--- config.mk ---
export PLATFORM = sky130hd
export DESIGN_NAME = serial_add_ctrl_flat
export DESIGN_NICKNAME = d
export VERILOG_FILES = /design/src/rtl/serial_add_pkg.sv /design/src/rtl/serial_add_ctrl_if.sv /design/src/rtl/fa_bit.sv /design/src/rtl/serial_add_ctrl.sv /design/src/flat_wrapper.sv
export SDC_FILE = /design/constraint.sdc
export NUM_CORES = 1
export LEC_CHECK = 0
export BUFFER_PORTS_ARGS = -buffer_cell sky130_fd_sc_hd__clkbuf_2
export CAP_MARGIN = 20
export CORE_ASPECT_RATIO = 1.2
export CORE_UTILIZATION = 50
export CTS_BUF_LIST = sky130_fd_sc_hd__clkbuf_4 sky130_fd_sc_hd__clkbuf_8 sky130_fd_sc_hd__clkbuf_16
export CTS_CLUSTER_SIZE = 16
export DETAILED_ROUTE_END_ITERATION = 6
export MAX_ROUTING_LAYER = met4
export PLACE_DENSITY_LB_ADDON = 0.15
export SYNTH_ARGS = -nofsm -noshare
export SYNTH_HDL_FRONTEND = slang
export SYNTH_HIERARCHICAL = 1
export SYNTH_SLANG_ARGS = --single-unit
--- constraint.sdc ---
create_clock -name clk -period 2.2 [get_ports clk]
set_input_delay 0.33 -clock clk [delete_from_list [all_inputs] [get_ports clk]]
set_output_delay 0.33 -clock clk [all_outputs]
set_load 0.01 [all_outputs]
--- src/rtl/serial_add_pkg.sv ---
// Shared types and defaults for the bit-serial adder sequencer.
package serial_add_pkg;

    typedef enum logic [1:0] {
        IDLE = 2'd0,
        RUN  = 2'd1,
        DONE = 2'd2
    } state_t;

    localparam int SA_DEFAULT_WIDTH = 8;

endpackage

--- src/rtl/serial_add_ctrl_if.sv ---
// Requester-side handshake and result bus for serial_add_ctrl.
// SERIAL_ADD_OVF_EN adds the two's-complement overflow flag ovf.
interface serial_add_ctrl_if #(
    parameter int WIDTH = serial_add_pkg::SA_DEFAULT_WIDTH
);
    logic             start;
    logic [WIDTH-1:0] a;
    logic [WIDTH-1:0] b;
    logic             ci;
    logic             busy;
    logic             done;
    logic [WIDTH-1:0] sum;
    logic             co;
`ifdef SERIAL_ADD_OVF_EN
    logic             ovf;
`endif

`ifdef SERIAL_ADD_OVF_EN
    modport master (output start, a, b, ci, input busy, done, sum, co, ovf);
    modport slave  (input start, a, b, ci, output busy, done, sum, co, ovf);
`else
    modport master (output start, a, b, ci, input busy, done, sum, co);
    modport slave  (input start, a, b, ci, output busy, done, sum, co);
`endif

endinterface

--- src/rtl/fa_bit.sv ---
// Combinational 1-bit full adder cell shared by the serial datapath.
module fa_bit (
    input  logic A,
    input  logic B,
    input  logic Ci,
    output logic Y,
    output logic Co
);

    assign Y  = A ^ B ^ Ci;
    assign Co = (A & B) | (Ci & (A ^ B));

endmodule

--- src/rtl/serial_add_ctrl.sv ---
// Bit-serial adder sequencer: {co,sum} = a + b + ci, LSB first, one bit per clock.
// Optional SERIAL_ADD_OVF_EN registers the two's-complement overflow flag with co.
module serial_add_ctrl
    import serial_add_pkg::*;
#(
    parameter int WIDTH = SA_DEFAULT_WIDTH
) (
    input  logic              clk,
    input  logic              rst_n,
    serial_add_ctrl_if.slave  bus
);

    localparam int CW = $clog2(WIDTH + 1);

    state_t           state;
    logic [CW-1:0]    count;
    logic [WIDTH-1:0] a_sh;
    logic [WIDTH-1:0] b_sh;
    logic             carry;
    logic [WIDTH-1:0] sum_r;
    logic             co_r;
    logic             busy_r;
    logic             done_r;
    logic             fa_s;
    logic             fa_c;
    logic             last_bit;

    fa_bit u_fa (
        .A  (a_sh[0]),
        .B  (b_sh[0]),
        .Ci (carry),
        .Y  (fa_s),
        .Co (fa_c)
    );

    assign last_bit = (count == CW'(WIDTH - 1));

`ifdef SERIAL_ADD_OVF_EN
    logic ovf_r;
`endif

    always_ff @(posedge clk or negedge rst_n) begin
        if (!rst_n) begin
            state  <= IDLE;
            count  <= '0;
            a_sh   <= '0;
            b_sh   <= '0;
            carry  <= 1'b0;
            sum_r  <= '0;
            co_r   <= 1'b0;
            busy_r <= 1'b0;
            done_r <= 1'b0;
`ifdef SERIAL_ADD_OVF_EN
            ovf_r  <= 1'b0;
`endif
        end else begin
            case (state)
                IDLE: begin
                    done_r <= 1'b0;
                    if (bus.start) begin
                        a_sh   <= bus.a;
                        b_sh   <= bus.b;
                        carry  <= bus.ci;
                        count  <= '0;
                        busy_r <= 1'b1;
                        state  <= RUN;
                    end
                end
                RUN: begin
                    sum_r <= {fa_s, sum_r[WIDTH-1:1]};
                    a_sh  <= a_sh >> 1;
                    b_sh  <= b_sh >> 1;
                    carry <= fa_c;
                    count <= count + 1'b1;
                    if (last_bit) begin
                        co_r   <= fa_c;
`ifdef SERIAL_ADD_OVF_EN
                        // carry here is the carry into the MSB position
                        ovf_r  <= carry ^ fa_c;
`endif
                        busy_r <= 1'b0;
                        done_r <= 1'b1;
                        state  <= DONE;
                    end
                end
                DONE: begin
                    done_r <= 1'b0;
                    state  <= IDLE;
                end
                default: begin
                    busy_r <= 1'b0;
                    done_r <= 1'b0;
                    state  <= IDLE;
                end
            endcase
        end
    end

    assign bus.busy = busy_r;
    assign bus.done = done_r;
    assign bus.sum  = sum_r;
    assign bus.co   = co_r;
`ifdef SERIAL_ADD_OVF_EN
    assign bus.ovf  = ovf_r;
`endif

endmodule
--- src/flat_wrapper.sv ---
// flat-port wrapper written by rule: the top's interface ports become plain ports
module serial_add_ctrl_flat import serial_add_pkg::*;
#(
    parameter int WIDTH = SA_DEFAULT_WIDTH
)
  (clk, rst_n, bus_start, bus_a, bus_b, bus_ci, bus_busy, bus_done, bus_sum, bus_co);
  serial_add_ctrl_if #(.WIDTH(WIDTH)) bus_i ();
  input  logic clk;
  input  logic rst_n;
  input wire logic [$bits(bus_i.start)-1:0] bus_start;
  input wire logic [$bits(bus_i.a)-1:0] bus_a;
  input wire logic [$bits(bus_i.b)-1:0] bus_b;
  input wire logic [$bits(bus_i.ci)-1:0] bus_ci;
  output wire logic [$bits(bus_i.busy)-1:0] bus_busy;
  output wire logic [$bits(bus_i.done)-1:0] bus_done;
  output wire logic [$bits(bus_i.sum)-1:0] bus_sum;
  output wire logic [$bits(bus_i.co)-1:0] bus_co;
  assign bus_i.start = bus_start;
  assign bus_i.a = bus_a;
  assign bus_i.b = bus_b;
  assign bus_i.ci = bus_ci;
  assign bus_busy = bus_i.busy;
  assign bus_done = bus_i.done;
  assign bus_sum = bus_i.sum;
  assign bus_co = bus_i.co;
  serial_add_ctrl #(.WIDTH(WIDTH)) u_core (.clk(clk), .rst_n(rst_n), .bus(bus_i));
endmodule
==> flow_metrics.env, run 1 <==
export IMPL_tightest_slew_ns=0.840
export IMPL_initialDrtViolationCount=25
export IMPL_grt_max_degree=35
export IMPL_drcViolationCount=0
export IMPL_antenna_found_initial=0
export IMPL_synth_fp_nets=183
export IMPL_yosys_area_top_type_share_pct=50.7
export IMPL_h_tree_depth=2
export IMPL_status="completed"
export IMPL_synth_avg_cell_area_um2=10.4
export IMPL_synth_cell_area_mm2=0.00168
export IMPL_crit_fanout=11
export IMPL_fp_dieW_um=54.9
export IMPL_core_area_mm2=0.00314
export IMPL_numCtsBuffers=5
export IMPL_finalCoreUtilization_pct=60.6
export IMPL_seq_area_um2=851
export IMPL_finalWorstPathRequiredPeriod_ns=1.63
export IMPL_maxSlewHeadroom_pct=44.0
export IMPL_overflow=0
export IMPL_drt_total_wl_um=3300
export IMPL_clkSlewWorstSetupHoldPaths_ns=0.11
export IMPL_yosysSeqAreaShare_pct=50.7
export IMPL_netlist_instances=161
export IMPL_routedWlPerCell_um=14.4
export IMPL_setup_tns_ns=0
export IMPL_fmax_mhz=613
export IMPL_synthTopCellsByArea="dfrtp_1 (51%), nand2_1 (6.7%), a22oi_1 (5.8%), a21oi_2 (4.7%), o21ai_2 (4.7%)"
export IMPL_layout_setup_ws_ns=0.570
export IMPL_cts_tree="built"
export IMPL_cp_arrival_ns=1.87
export IMPL_dieHeight_um=65.5
export IMPL_async_reset_ff_share_pct=100
export IMPL_via_per_inst=5.53
export IMPL_layout_commonest_cell="dfrtp_1"
export IMPL_ys_flop_type="dfrtp_1"
export IMPL_dp_hpwl_um=2270
export IMPL_start_kind="register"
export IMPL_finClkSkew_ns=0.00999
export IMPL_start_util_pct=53.5
export IMPL_ys_seq_elements=34
export IMPL_cap_violations=0
export IMPL_fin_crit_sh_pct=74.1
export IMPL_power_density_mw_per_mm2=1310
export IMPL_first_pass_iters=4
export IMPL_yosysWarnings=6
export IMPL_nFillCells=290
export IMPL_die_area_mm2=0.00359
export IMPL_setup_viol_count_final=0
export IMPL_grt_use_total_pct=21.9
export IMPL_ys_types=31
export IMPL_cts_setup_buffers=0
export IMPL_portBuffers=30
export IMPL_cellLeakagePower_nw=0.935
export IMPL_globalplace_congestion=0.721
export IMPL_cts_sinks=34
export IMPL_synthToLayoutAreaGrowth_pct=13.2
export IMPL_finalHoldViolCount=0
export IMPL_nNetsFinal=214
export IMPL_n_antenna_cell=0
export IMPL_finalMaxSlewViolations=0
export IMPL_multi_input_area_um2=757
export IMPL_grt_pass1_vias=1207
export IMPL_vias=1267
export IMPL_path_class="reg -> reg"
export IMPL_grt_pass1_wl_um=5400
export IMPL_holdWs_ns=0.0758
export IMPL_num_rows=22
export IMPL_root_buffer="clkbuf_4"
export IMPL_cts_resized=0
export IMPL_ant_nets=0
export IMPL_worstPathRequired_ns=2.44
export IMPL_cts_hold_fix_buffers=0
export IMPL_io_pins=31
export IMPL_drive_above_1_share_pct=36.8
export IMPL_place_worst_setup_slack_ns=0.615
export IMPL_cts_buffer_depth=2
export IMPL_synth_area_leader_cell="dfrtp_1"
export IMPL_layout_common_cells="dfrtp_1 (34), clkbuf_2 (30), nand2_1 (30)"
export IMPL_hold_path_class="in -> async"
export IMPL_rsz0062_at_grt="no"
export IMPL_end_kind="register"
export IMPL_synth_edf_count=0
export IMPL_clkLatencyLatePin_ns=0.33
export IMPL_peakVddDrop_uv=764
==> kinds of logic after synthesis <==
family | Yosys count | synth area share [%]
mux | 2 | 1.49
fa+ha+maj | 2 | 1.94
compound gates | 54 | 23.1
flops | 34 | 50.7
buf+inv | 11 | 4.25
simple gates | 58 | 18.6
==> synth_stat cells, types with 3 or more instances <==
cell,count
dfrtp_1,34
nand2_1,30
a22oi_1,13
a21oi_1,9
a21oi_2,9
nor2b_1,9
o21ai_2,9
and2b_2,7
o21ai_0,7
buf_2,4
and3b_1,3
==> metrics by stage <==
| step | power, mW | cell area (um^2) | instances |
|---|---|---|---|
| 2_1_floorplan | 1.86 | 1680 | 161 |
| 3_3_place_gp | 2.10 | 1840 | 221 |
| 3_5_place_dp | 2.15 | 1840 | 221 |
| 4_1_cts | 2.51 | 1900 | 229 |
| 5_1_grt | 2.68 | 1900 | 229 |
| 6_report | 2.48 | 1900 | 229 |
==> path summary, 6_finish.rpt <==
kind	start	end	slack, ns	cells after the start
min reg2reg	u_core/bus.sum[5]	u_core/bus.sum[4]	0.50	2
min	rst_n	u_core/count[2]	0.08	1
max reg2reg	u_core/state[1]	u_core/a_sh[7]	0.57	4
min in group clk	bus_a[6]	u_core/a_sh[6]	0.25	3
max	u_core/state[1]	u_core/a_sh[7]	0.57	4
max in group asynchronous	rst_n	u_core/a_sh[3]	1.58	1
==> cell type report <==
| cell class | instances | share of cell area (%) |
|---|---|---|
| flip-flops and latches | 34 | 44.8 |
| multi-input cells | 116 | 39.8 |
| well taps | 36 | 2.37 |
| clock buffers | 6 | 2.70 |
| clock inverters | 2 | 0.658 |
| repair buffers | 34 | 9.48 |
| inverters | 1 | 0.197 |
==> metal layers <==
metal / part of all wire [%] / track usage (%) / wire (um)
met1: 45 / 26.9 / 1500
met2: 49 / 34.5 / 1610
met3: 4.0 / 4.17 / 131
met4: 1.7 / 9.38 / 57
met5: 0 / - / 0
==> critical path, stage by stage (launching register included) <==
cell	delay (ns)
dfrtp_1	0.51
nor2b_1	0.46
buf_4	0.32
a21oi_1	0.09
o21ai_0	0.16
==> power breakdown <==
group	internal [mW]	switching, mW
combinational	0.444	0.569
clock	0.154	0.207
sequential	0.882	0.226
==> flip-flops by register name, indices dropped and copies added (netlist names) <==
signal,count
u_core/a_sh,8
u_core/b_sh,8
u_core/bus.sum,8
u_core/count,4
u_core/state,2
u_core/bus.busy,1
u_core/bus.co,1
u_core/bus.done,1
u_core/carry,1
Power figures use the tool's default switching activity.
==> inputs of run 2 (changes only) <==
CORE_UTILIZATION = 49   (was 50)
clock period = 1.35 ns   (was 2.2 ns; I/O delays follow)
==> flow_metrics.env, run 2 (same netlist as run 1, synthesis figures left out) <==
export IMPL_drt_total_wl_um=3500
export IMPL_h_tree_depth=2
export IMPL_cap_violations=0
export IMPL_finalWorstPathRequiredPeriod_ns=1.34
export IMPL_layout_commonest_cell="dfrtp_1"
export IMPL_cts_buffer_depth=2
export IMPL_pwr_share_comb_pct=46.5
export IMPL_numCtsBuffers=5
export IMPL_finClkSkew_ns=0.0130
export IMPL_finalMaxSlewViolations=0
export IMPL_setup_viol_count_final=0
export IMPL_clkPwrFrac_pct=13.6
export IMPL_rsz0062_at_grt="yes"
export IMPL_p_int_mw=2.72
export IMPL_globalplace_congestion=0.725
export IMPL_ant_nets=0
export IMPL_grt_pass1_vias=1415
export IMPL_fin_area_mm2=0.00207
export IMPL_path_class="reg -> reg"
export IMPL_hold_path_class="in -> reg"
export IMPL_power_density_mw_per_mm2=2150
export IMPL_maxSlewHeadroom_pct=71.0
export IMPL_crit_fanout=2
export IMPL_fmax_mhz=748
export IMPL_worstPathRequired_ns=1.59
export IMPL_portBuffers=30
export IMPL_postPlaceCellArea_mm2=0.00195
export IMPL_finalNonFillerCells=248
export IMPL_vias=1350
export IMPL_regToRegSetupSlack_ns=0.01
export IMPL_via_per_inst=5.44
export IMPL_place_inst=235
export IMPL_die_area_mm2=0.00367
export IMPL_grt_use_total_pct=22.5
export IMPL_layout_common_cells="dfrtp_1 (33), clkbuf_2 (30), nand2_1 (30)"
export IMPL_cts_tree="built"
export IMPL_root_buffer="clkbuf_4"
export IMPL_finalHoldViolCount=0
export IMPL_cp_arrival_ns=1.58
export IMPL_peakVddDrop_uv=1240
export IMPL_p_sw_share_pct=39.0
export IMPL_path_cells="ha_2, and3b_2, and2_4, mux2_4"
export IMPL_dieHeight_um=66.1
export IMPL_io_pins=31
export IMPL_grt_max_degree=35
export IMPL_clkLatencyLatePin_ns=0.34
export IMPL_core_area_mm2=0.00317
export IMPL_tightest_slew_ns=0.435
export IMPL_critPathSlowestCell="dfrtp_1"
export IMPL_overflow=0
export IMPL_start_kind="register"
export IMPL_synthToLayoutAreaGrowth_pct=23.5
export IMPL_dp_hpwl_um=2440
export IMPL_p_sw_mw=1.74
export IMPL_power_frac_seq_pct=39.8
export IMPL_place_worst_setup_slack_ns=0.00673
export IMPL_layout_setup_ws_ns=0.0131
export IMPL_initialDrtViolationCount=56
export IMPL_status="completed"
export IMPL_start_util_pct=53.0
export IMPL_total_power_mw=4.45
export IMPL_num_rows=22
export IMPL_grt_pass1_wl_um=6090
export IMPL_drive_above_1_share_pct=43.9
export IMPL_drcViolationCount=0
export IMPL_first_pass_iters=4
export IMPL_fp_dieW_um=55.4
export IMPL_cts_sinks=34
export IMPL_cellLeakagePower_nw=1.04
export IMPL_antenna_found_initial=0
export IMPL_max_stage_delay_ns=0.40
export IMPL_nNetsFinal=233
export IMPL_clkSlewWorstSetupHoldPaths_ns=0.11
export IMPL_routedWlPerCell_um=14.1
export IMPL_end_kind="register"
export IMPL_fin_crit_sh_pct=99.0
export IMPL_n_antenna_cell=0
[run 2: critical path: cells and delay by family, from the launching register on]
| kind | cells | cell delay, ns |
|---|---|---|
| flops | 1 | 0.40 |
| simple gates | 2 | 0.37 |
| mux | 1 | 0.28 |
| fa+ha+maj | 1 | 0.19 |
[run 2: final timing paths]
kind,startpoint,to,cells past startpoint
worst max-delay path,u_core/count[0],u_core/bus.co,4
worst min-delay path,bus_b[5],u_core/b_sh[5],3
worst max register to register,u_core/count[0],u_core/bus.co,4
worst min register to register,u_core/bus.sum[7],u_core/bus.sum[6],2
max in group asynchronous,rst_n,u_core/state[0],3
min in group asynchronous,rst_n,u_core/b_sh[3],3
[run 2: routing by layer]
metal,track usage (%),up-vias,wire (um)
li1,-,661,-
met1,24.7,654,1540
met4,13.1,0,93
met2,37.0,28,1760
met5,-,-,0
met3,6.26,7,108
[run 2: power by group through the flow]
stage                     logic (mW)  clock network [mW]  registers, mW
after CTS                       2.00               0.630           1.77
final                           2.07               0.608           1.77
after detailed placement        1.99                   0           1.79
after global routing            2.28               0.670           1.83
after floorplan                 1.25                   0           1.79
after global placement          1.91                   0           1.75
[run 2: area by class of cell]
class / count / area [um^2]
flip-flops and latches: 34 / 852
repair buffers: 53 / 345
well taps: 36 / 45.0
clock buffers: 7 / 58.8
multi-input cells: 116 / 763
fillers: 258 / 1090
clock inverters: 1 / 5.00
inverters: 1 / 3.75
[run 2: timing repair]
item / in CTS / in global routing
setup buffers: 0 / 4
hold endpoints to repair: 34 / 0
endpoints found under the setup margin: 0 / 17
gates resized for setup: 0 / 4
hold buffers: 1 / 0
[run 2: metrics by stage]
step	utilization (%)	hold slack (ns)	setup TNS [ns]
finish	65.5	0.116	0
global route	65.5	0.107	-0.0303
CTS	63.8	0.104	0
detailed placement	61.5	0.262	0
global placement	61.5	0.253	0
floorplan	-	-0.0931	0
